<file path="src/rtl/bus_timer.sv">
// Memory-mapped timer/counter: prescaled tick counter with compare/wrap,
// sticky match flag, and free-run / periodic / one-shot operation.
module bus_timer #(
    parameter int WIDTH         = 32,
    parameter int PRESCALE_BITS = 8
) (
    input  logic             clk,
    input  logic             reset,
    input  logic             chipSelect,
    input  logic             write,
    input  logic             writeCommand,
    input  logic [WIDTH-1:0] dataIn,
    output logic [WIDTH-1:0] dataOut,
    output logic             match
);

    localparam logic [WIDTH-1:0] CNT_MAX = '1;

    logic [WIDTH-1:0]         counter_q, counter_d;
    logic [WIDTH-1:0]         compare_q, compare_d;
    logic                     enable_q, enable_d;
    logic                     oneshot_q, oneshot_d;
    logic [PRESCALE_BITS-1:0] prescale_q, prescale_d;
    logic [PRESCALE_BITS-1:0] pcount_q, pcount_d;
    logic                     match_q, match_d;

    logic wr_data;
    logic wr_cmd;
    logic tick;
    logic hit;
    logic match_evt;

    assign wr_data = chipSelect && write;
    assign wr_cmd  = chipSelect && writeCommand;
    assign tick    = enable_q && (pcount_q == prescale_q);
    assign hit     = (compare_q != '0) && (counter_q == compare_q);

    always_comb begin
        counter_d  = counter_q;
        compare_d  = compare_q;
        enable_d   = enable_q;
        oneshot_d  = oneshot_q;
        prescale_d = prescale_q;
        pcount_d   = '0;
        match_d    = match_q;
        match_evt  = 1'b0;

        if (enable_q) begin
            pcount_d = tick ? '0 : pcount_q + 1'b1;
        end

        if (tick) begin
            if (hit) begin
                counter_d = '0;
                match_evt = 1'b1;
                if (oneshot_q) begin
                    enable_d = 1'b0;
                end
            end else begin
                counter_d = counter_q + 1'b1;
                // Only free-run mode reports the natural wrap as a match.
                match_evt = (compare_q == '0) && (counter_q == CNT_MAX);
            end
        end

        if (wr_data) begin
            compare_d = dataIn;
        end

        if (wr_cmd) begin
            enable_d   = dataIn[0];
            oneshot_d  = dataIn[2];
            prescale_d = dataIn[8 +: PRESCALE_BITS];
            // CLEAR discards the whole tick of this cycle, including its match.
            if (dataIn[1]) begin
                counter_d = '0;
                pcount_d  = '0;
                match_evt = 1'b0;
            end
            if (dataIn[3]) begin
                match_d = 1'b0;
            end
        end

        if (match_evt) begin
            match_d = 1'b1;
        end
    end

    always_ff @(posedge clk) begin
        if (!reset) begin
            counter_q  <= '0;
            compare_q  <= '0;
            enable_q   <= 1'b0;
            oneshot_q  <= 1'b0;
            prescale_q <= '0;
            pcount_q   <= '0;
            match_q    <= 1'b0;
        end else begin
            counter_q  <= counter_d;
            compare_q  <= compare_d;
            enable_q   <= enable_d;
            oneshot_q  <= oneshot_d;
            prescale_q <= prescale_d;
            pcount_q   <= pcount_d;
            match_q    <= match_d;
        end
    end

    assign dataOut = counter_q;
    assign match   = match_q;

endmodule

</file>
<file path="config.mk">
export PLATFORM = sky130hd
export DESIGN_NAME = bus_timer
export DESIGN_NICKNAME = d
export VERILOG_FILES = /design/src/rtl/bus_timer.sv
export SDC_FILE = /design/constraint.sdc
export NUM_CORES = 1
export LEC_CHECK = 0
export CAP_MARGIN = 25
export CORE_ASPECT_RATIO = 1.2
export CORE_MARGIN = 4
export CORE_UTILIZATION = 45
export CTS_CLUSTER_DIAMETER = 40
export DETAILED_ROUTE_END_ITERATION = 10
export PLACE_DENSITY = 0.69
export SETUP_SLACK_MARGIN = 0.4
export SLEW_MARGIN = 40
export SYNTH_ARGS = -nofsm -noshare
export SYNTH_HDL_FRONTEND = slang
export SYNTH_SLANG_ARGS = --single-unit
</file>
<file path="constraint.sdc">
create_clock -name clk -period 4.4 [get_ports clk]
set_clock_uncertainty 0.1 [all_clocks]
set_input_delay 0.88 -clock clk [delete_from_list [all_inputs] [get_ports clk]]
set_output_delay 0.88 -clock clk [all_outputs]
set_load 0.1 [all_outputs]
</file>
==> results.toml, run 1 <==
[global_route]
overflow = 0
grt_pass1_wl_mm = 18.4
grt_pass1_vias = 3837
antenna_found_initial = 0
grt_usage = 0.217
grt_max_degree = 48

[setup_path]
cp.required_ns = 4.54
r2r-start = "dataOut[17]$_SDFF_PN0_"
worst-setup-path-type = "in -> reg"
cpLargestDelayFamily = "simple AND/OR/NAND/NOR gates"
crit_path_max_incr_delay_ns = 0.53
end_kind = "register"
ff2ff_path_depth = 6
rrSetupSlack_ns = 1.85
critPathBufInv = 1
worstPathCellList = "clkdlybuf4s50_1, and2_1, nand2_1, nand2_1, nor4_1, o21ai_0, o21ai_0"
r2r_end = "dataOut[7]$_SDFF_PN0_"
crit_fanout = 17
crit_arrival_ns = 2.87
cp_slowest_cell = "nand2_1"
crit_path_start_kind = "input port"

[cells_and_area]
synthToLayoutAreaGrowth_pct = 19.1
nFillCells = 881
drive_above_1_share = 0.109
layout.nets = 623
final_util = 0.554
multi_input_area_um2 = 2450
diodes = 0
regArea_um2 = 1660

[detailed_routing]
drtAntennaViolNets = 0
vias = 3990
drt_iter0_markers = 202
dr.pass1.iters = 4
detail_route.wl_per_cell_um = 16.1
drc = 0
routed_wirelength_mm = 11.4
avgViaCountPerCell = 5.63

[clocking]
clock-root-buffer = "clkbuf_8"
clk_latency_ns = 0.37
clk_pin_slew_worst_paths_ns = 0.08
numCtsBuffers = 9
cts-htree-levels = 3
ctsResizeCount = 0
cts_tree = "yes"
cts_buffer_depth = 2
post-cts-setup-buffer-count = 0
cts_hold_buf = 0
cts.sinks = 83

[timing]
fmax_ghz = 0.366
drv_slew = 0
min_period_ns = 2.73
fin_crit_sh = 0.621
relSlewSlack = 0.539
tightest_slew_ns = 0.690
final-setup-viol-count = 0
hold_viol_final = 0
hold_slack_ns = 0.381
setup_tns_ns = 0
rsz0062_at_grt = "false"

[outcome]
status = "finished clean"

[yosys]
synth.largest_area_cell = "dfxtp_1"
yosysWarningCount = 0
synth-seq-cells = 83
synth-seq-area-share = 0.393
yosys-top-cells-area = "dfxtp_1 (39%), nand2_1 (11%), xor2_1 (9.5%)"
avgSynthCellArea_um2 = 8.03
yosysMostFrequentCell = "nand2_1"
syn_inst = 526
synth_cell_types = 44
synth_flop_cell = "dfxtp_1"
synth.top_cell.area_share = 0.393
netlist_top_cells_count = "nand2_1 (123), dfxtp_1 (83), xor2_1 (46)"
syn_area_um2 = 4230
syn_nets = 565
synth-edff-count = 0
async_flop_share = 0

[placed_design]
gp_congestion = 0.855
dp_hpwl_mm = 8.36
portBuffers = 69

[floorplanning]
die_w_um = 96.5
die_h_um = 114
ios = 70
initial_core_util = 0.465
core_area_um2 = 9080
die_area_um2 = 11000
rows = 38

[pwr]
p_int_mw = 1.14
p_sw_mw = 0.398
leakage_nw = 2.01
p_sw_frac = 0.259
combPwrFrac = 0.113
finalPower_mw = 1.54
power.density_nw_per_um2 = 305
power_frac_seq = 0.516
irDropWorstVdd_mv = 0.188
p_clk_frac = 0.371

[min_path]
hold_class = "reg -> reg"
hold_path.startpoint = "oneshot_q$_SDFFE_PN0P_"
holdPathEnd = "oneshot_q$_SDFFE_PN0P_"
hold_depth = 2

[flow_run]
maxCapViolations = 0
## cell families (layout without fill, tap and decap cells)
group / count (synthesis) / count (layout) / share of synthesized area
simple gates: 268 / 268 / 0.313
fa+ha+maj: 2 / 2 / 0.00592
buf+inv: 28 / 91 / 0.0278
xor+xnor: 60 / 60 / 0.124
flops: 83 / 83 / 0.393
compound gates: 85 / 85 / 0.135
## power by group through the flow
stage | clock, mW | combinational, mW | sequential (mW)
floorplan | 0 | 0.105 | 0.809
global placement | 0 | 0.171 | 0.810
detailed placement | 0 | 0.174 | 0.810
CTS | 0.576 | 0.174 | 0.792
global route | 0.599 | 0.190 | 0.796
finish | 0.571 | 0.174 | 0.792
## per-layer routing
metal | track usage | vias up | wire length [um]
met4 | 0.0935 | 0 | 314
li1 | - | 1958 | -
met5 | 0 | - | 0
met2 | 0.364 | 137 | 5560
met1 | 0.271 | 1865 | 4730
met3 | 0.0368 | 30 | 779
## placed cells by master, fill, tap and decap left out, types with 15 or more instances in the layout
cell,Yosys,final
a21boi_0,41,41
buf_2,4,33
clkdlybuf4s50_1,0,36
dfxtp_1,83,83
nand2_1,123,122
nand3_1,27,27
nand4_1,15,15
nor2_1,30,30
nor4_1,33,33
o21ai_0,21,21
xor2_1,46,46
## final cells by class
type                       count  area share
sequential                    83       0.330
timing repair buffer          73       0.110
clock inverter                 4     0.00969
inverter                       2     0.00149
tap                          120      0.0298
multi-input combinational    415       0.488
clock buffer                  12      0.0308
## worst reg2reg max path, cell delays in order, from the launching register on
cell,delay [ns]
dfxtp_1,0.50
xor2_1,0.12
nor4_1,0.40
nand4_1,0.18
or3_4,0.43
o21ai_2,0.57
nor2_1,0.12
## how the worst max path moves through the flow
| stage | from | endpoint | slack, ns | cells after the start |
|---|---|---|---|---|
| final | chipSelect | dataOut[20]$_SDFF_PN0_ | 1.67 | 7 |
| after global routing | chipSelect | dataOut[15]$_SDFF_PN0_ | 1.41 | 7 |
| after CTS | chipSelect | dataOut[20]$_SDFF_PN0_ | 1.70 | 7 |
| after detailed placement | chipSelect | dataOut[15]$_SDFF_PN0_ | 1.31 | 7 |
| after global placement | chipSelect | dataOut[28]$_SDFF_PN0_ | 1.44 | 7 |
| after floorplan | dataOut[0]$_SDFF_PN0_ | dataOut[28]$_SDFF_PN0_ | 1.59 | 7 |
## per-stage QoR
step,worst slack [ns],instance area [um^2],std cells
after global routing,1.41,5030,709
after global placement,1.44,4990,693
final,1.67,5030,709
after detailed placement,1.31,4830,693
after CTS,1.70,5030,709
after floorplan,1.59,4230,526
## registers in the layout (all words and copies together) (netlist names)
| signal | cells |
|---|---|
| enable_q | 1 |
| oneshot_q | 1 |
| pcount_q | 8 |
| compare_q | 32 |
| dataOut | 32 |
| prescale_q | 8 |
| match | 1 |
(Power assumes the default switching activity.)
==> inputs of run 2 (changes only) <==
- PLACE_DENSITY: 0.69 -> 0.72
- clock period: 4.4 -> 2.5 ns (I/O delays scaled with it)
==> run 2 against run 1 <==
Net effect: critical path depth fell by 1; via count increased by 5.0%; clock power increased by 48%.
==> results.toml, run 2 (synthesis results as in run 1) <==
[detailed_routing]
drc = 0
routed_wirelength_mm = 12.6
dr.pass1.iters = 5
avgViaCountPerCell = 5.67
drt_iter0_markers = 247
vias = 4190
drtAntennaViolNets = 0
detail_route.wl_per_cell_um = 17.0

[setup_path]
end_kind = "register"
crit_path_start_kind = "register"
worst-setup-path-type = "reg -> reg"
crit_fanout = 14
cp.required_ns = 2.65
crit_arrival_ns = 2.28

[global_route]
grt_max_degree = 45
grt_pass1_wl_mm = 19.6
overflow = 0
grt_usage = 0.229
grt_pass1_vias = 3944
antenna_found_initial = 0

[clocking]
clk_latency_ns = 0.37
clk_pin_slew_worst_paths_ns = 0.09
cts-htree-levels = 3
cts_buffer_depth = 2
numCtsBuffers = 9
clock-root-buffer = "clkbuf_8"
cts_hold_buf = 0
cts.sinks = 83
cts_tree = "yes"

[timing]
hold_slack_ns = 0.371
drv_slew = 0
relSlewSlack = 0.666
hold_viol_final = 0
rsz0062_at_grt = "true"
fin_crit_sh = 0.852
min_period_ns = 2.13
fmax_ghz = 0.469
setup_tns_ns = 0
final-setup-viol-count = 0
tightest_slew_ns = 0.496

[floorplanning]
initial_core_util = 0.465
ios = 70
core_area_um2 = 9080
die_w_um = 96.5
rows = 38
die_h_um = 114
die_area_um2 = 11000

[cells_and_area]
layout.nets = 653
synthToLayoutAreaGrowth_pct = 32.0
drive_above_1_share = 0.247
diodes = 0
mostFrequentLayoutCell = "nand2_1"
final_cell_mix = "nand2_1 (123), buf_4 (63), xor2_1 (45), a21boi_0 (41), dfxtp_1 (41)"

[pwr]
irDropWorstVdd_mv = 0.335
leakage_nw = 2.20
power.density_nw_per_um2 = 459

[outcome]
status = "finished clean"

[flow_run]
maxCapViolations = 0

[placed_design]
dp_hpwl_mm = 8.94
gp_congestion = 0.891
portBuffers = 69

[min_path]
hold_class = "reg -> reg"
[run 2: changes by cell type in the layout (fill, tap and decap cells not counted), moves of 4 or more]
| cell | delta |
|---|---|
| nor4_1 | -10 |
| nor4_2 | +9 |
| buf_2 | -33 |
| buf_4 | +59 |
| buf_6 | +4 |
| dfxtp_4 | +30 |
| dfxtp_1 | -42 |
| dfxtp_2 | +12 |
[run 2: path summary, 6_finish.rpt]
check / start / end / slack (ns) / depth (start not counted)
worst max-delay path: dataOut[1]$_SDFF_PN0_ / enable_q$_SDFFE_PN0P_ / 0.37 / 6
worst min-delay path: oneshot_q$_SDFFE_PN0P_ / oneshot_q$_SDFFE_PN0P_ / 0.37 / 2
worst max register to register: dataOut[1]$_SDFF_PN0_ / enable_q$_SDFFE_PN0P_ / 0.37 / 6
worst min register to register: oneshot_q$_SDFFE_PN0P_ / oneshot_q$_SDFFE_PN0P_ / 0.37 / 2
[run 2: cell type report]
cell class	count	area (um^2)
clock buffer	11	135
clock inverter	5	27.5
fill	807	3500
inverter	2	7.51
multi-input combinational	415	2590
sequential	83	1790
tap	120	150
timing repair buffer	103	878
[run 2: worst max-delay path, stage by stage (launching register included)]
cell	delay, ns
dfxtp_4	0.40
xor2_1	0.18
nor4_1	0.30
nand2_1	0.09
or4_4	0.63
o2111ai_1	0.22
nand3_1	0.09
[run 2: what timing repair did]
item | in CTS | in global routing
setup buffers | 3 | 19
endpoints found under the setup margin | 24 | 33
pin swaps | 4 | 17
resized for setup | 13 | 25
[run 2: per-stage QoR]
| stage | total power [mW] | instances | util | instance area [um^2] | setup slack [ns] |
|---|---|---|---|---|---|
| after CTS | 2.55 | 720 | 0.587 | 5330 | 0.401 |
| after floorplan | 1.58 | 526 | - | 4360 | 0.376 |
| after global placement | 1.71 | 701 | 0.560 | 5080 | 0.257 |
| after detailed placement | 1.71 | 701 | 0.560 | 5080 | 0.212 |
| final | 2.56 | 739 | 0.614 | 5580 | 0.370 |
| after global routing | 2.67 | 739 | 0.614 | 5580 | 0.286 |
[run 2: report_power, final]
part | switching (mW) | internal, mW
sequential | 0.0417 | 1.33
clock | 0.477 | 0.368
combinational | 0.185 | 0.162
[run 2: metal layers]
metal | track usage | routed length (um)
met3 | 0.0348 | 750
met2 | 0.375 | 6160
met4 | 0.104 | 337
met1 | 0.293 | 5310
met5 | 0 | 0
==> inputs of run 3 (changes only) <==
- CORE_ASPECT_RATIO: 1.2 -> 1.25
==> run 3 against run 2 <==
Net effect: design area is 1.1% higher; via count is 0.45% lower; fmax is 1.1% lower.
==> results.toml, run 3 (synthesis results as in run 1) <==
[outcome]
status = "finished clean"

[clocking]
cts.sinks = 83
clk_pin_slew_worst_paths_ns = 0.06
cts_tree = "yes"
cts_buffer_depth = 2
clk_latency_ns = 0.34
cts-htree-levels = 3
numCtsBuffers = 9
cts_hold_buf = 0
clock-root-buffer = "clkbuf_16"

[timing]
fin_crit_sh = 0.862
final-setup-viol-count = 0
hold_slack_ns = 0.366
hold_viol_final = 0
rsz0062_at_grt = "true"
min_period_ns = 2.15
setup_tns_ns = 0
tightest_slew_ns = 0.453
fmax_ghz = 0.464
relSlewSlack = 0.696
drv_slew = 0

[cells_and_area]
synthToLayoutAreaGrowth_pct = 33.4
final_cell_mix = "nand2_1 (122), buf_4 (51), xor2_1 (46), dfxtp_1 (42), a21boi_0 (41)"
layout.nets = 642
diodes = 0
nFillCells = 853
drive_above_1_share = 0.235
final_util = 0.615
mostFrequentLayoutCell = "nand2_1"
fin_cells = 731

[global_route]
grt_max_degree = 45
grt_pass1_wl_mm = 19.3
antenna_found_initial = 0
overflow = 0
grt_pass1_vias = 3936
grt_usage = 0.226

[setup_path]
worst-setup-path-type = "reg -> reg"
startpoint = "dataOut[14]$_SDFF_PN0_"
end_kind = "register"
cp.required_ns = 2.62
crit_path_start_kind = "register"
crit_arrival_ns = 2.28
rrSetupSlack_ns = 0.35
r2r-start = "dataOut[14]$_SDFF_PN0_"
crit_fanout = 14

[floorplanning]
core_area_um2 = 9170
die_area_um2 = 11000
ios = 70
die_w_um = 94.7
rows = 39
initial_core_util = 0.461
die_h_um = 116

[flow_run]
maxCapViolations = 0

[placed_design]
gp_congestion = 0.892
portBuffers = 69
dp_hpwl_mm = 8.76
placed_cells = 707

[detailed_routing]
vias = 4171
drt_iter0_markers = 263
detail_route.wl_per_cell_um = 16.5
routed_wirelength_mm = 12.1
drc = 0
dr.pass1.iters = 5
avgViaCountPerCell = 5.71
drtAntennaViolNets = 0

[min_path]
hold_class = "reg -> reg"
hold_path.startpoint = "pcount_q[0]$_SDFF_PN0_"

[pwr]
power.density_nw_per_um2 = 536
finalPower_mw = 3.02
leakage_nw = 2.20
irDropWorstVdd_mv = 0.461
==> run 3: area by class of cell <==
cell class              count  area [um^2]  share of cell area
clock buffers              12          268              0.0475
clock inverters             4         28.8             0.00510
inverters                   2         7.51             0.00133
multi-input cells         415         2590               0.459
flip-flops and latches     83         1790               0.318
well taps                 123          154              0.0273
repair buffers             92          800               0.142
==> run 3: worst paths after layout <==
kind / depth (start not counted) / to
setup / recovery: 6 / enable_q$_SDFFE_PN0P_
hold / removal: 1 / pcount_q[0]$_SDFF_PN0_
setup reg to reg: 6 / enable_q$_SDFFE_PN0P_
hold reg to reg: 1 / pcount_q[0]$_SDFF_PN0_
==> run 3: timing repair <==
action	in CTS	in global routing
setup endpoints to repair	23	28
pin swaps	4	7
setup buffers	3	5
gates resized for setup	6	35
==> run 3: layer usage <==
layer	vias to the layer above	track usage	share of wire
li1	1996	-	-
met1	1961	0.279	0.42
met2	172	0.376	0.49
met3	42	0.0406	0.055
met4	0	0.115	0.038
met5	-	0	0
==> run 3: report_power, final <==
| group | internal (mW) | total (mW) | leakage [nW] | switching (mW) |
|---|---|---|---|---|
| clock | 0.766 | 1.30 | 0.145 | 0.538 |
| sequential | 1.33 | 1.37 | 0.704 | 0.0401 |
| combinational | 0.165 | 0.351 | 1.35 | 0.186 |
==> run 3: per-stage QoR <==
| step | area [um^2] | setup slack (ns) |
|---|---|---|
| after detailed placement | 5110 | 0.226 |
| after global routing | 5640 | 0.301 |
| after CTS | 5450 | 0.394 |
| final | 5640 | 0.345 |
| after floorplan | 4360 | 0.376 |
| after global placement | 5110 | 0.287 |
==> run 3: worst max-delay path, stage by stage (launching register included) <==
cell and delay (ns):
dfxtp_4 0.38, xor2_1 0.18, nor4_1 0.35, nand2_1 0.10, or4_4 0.63, o2111ai_1 0.22
nand3_1 0.09
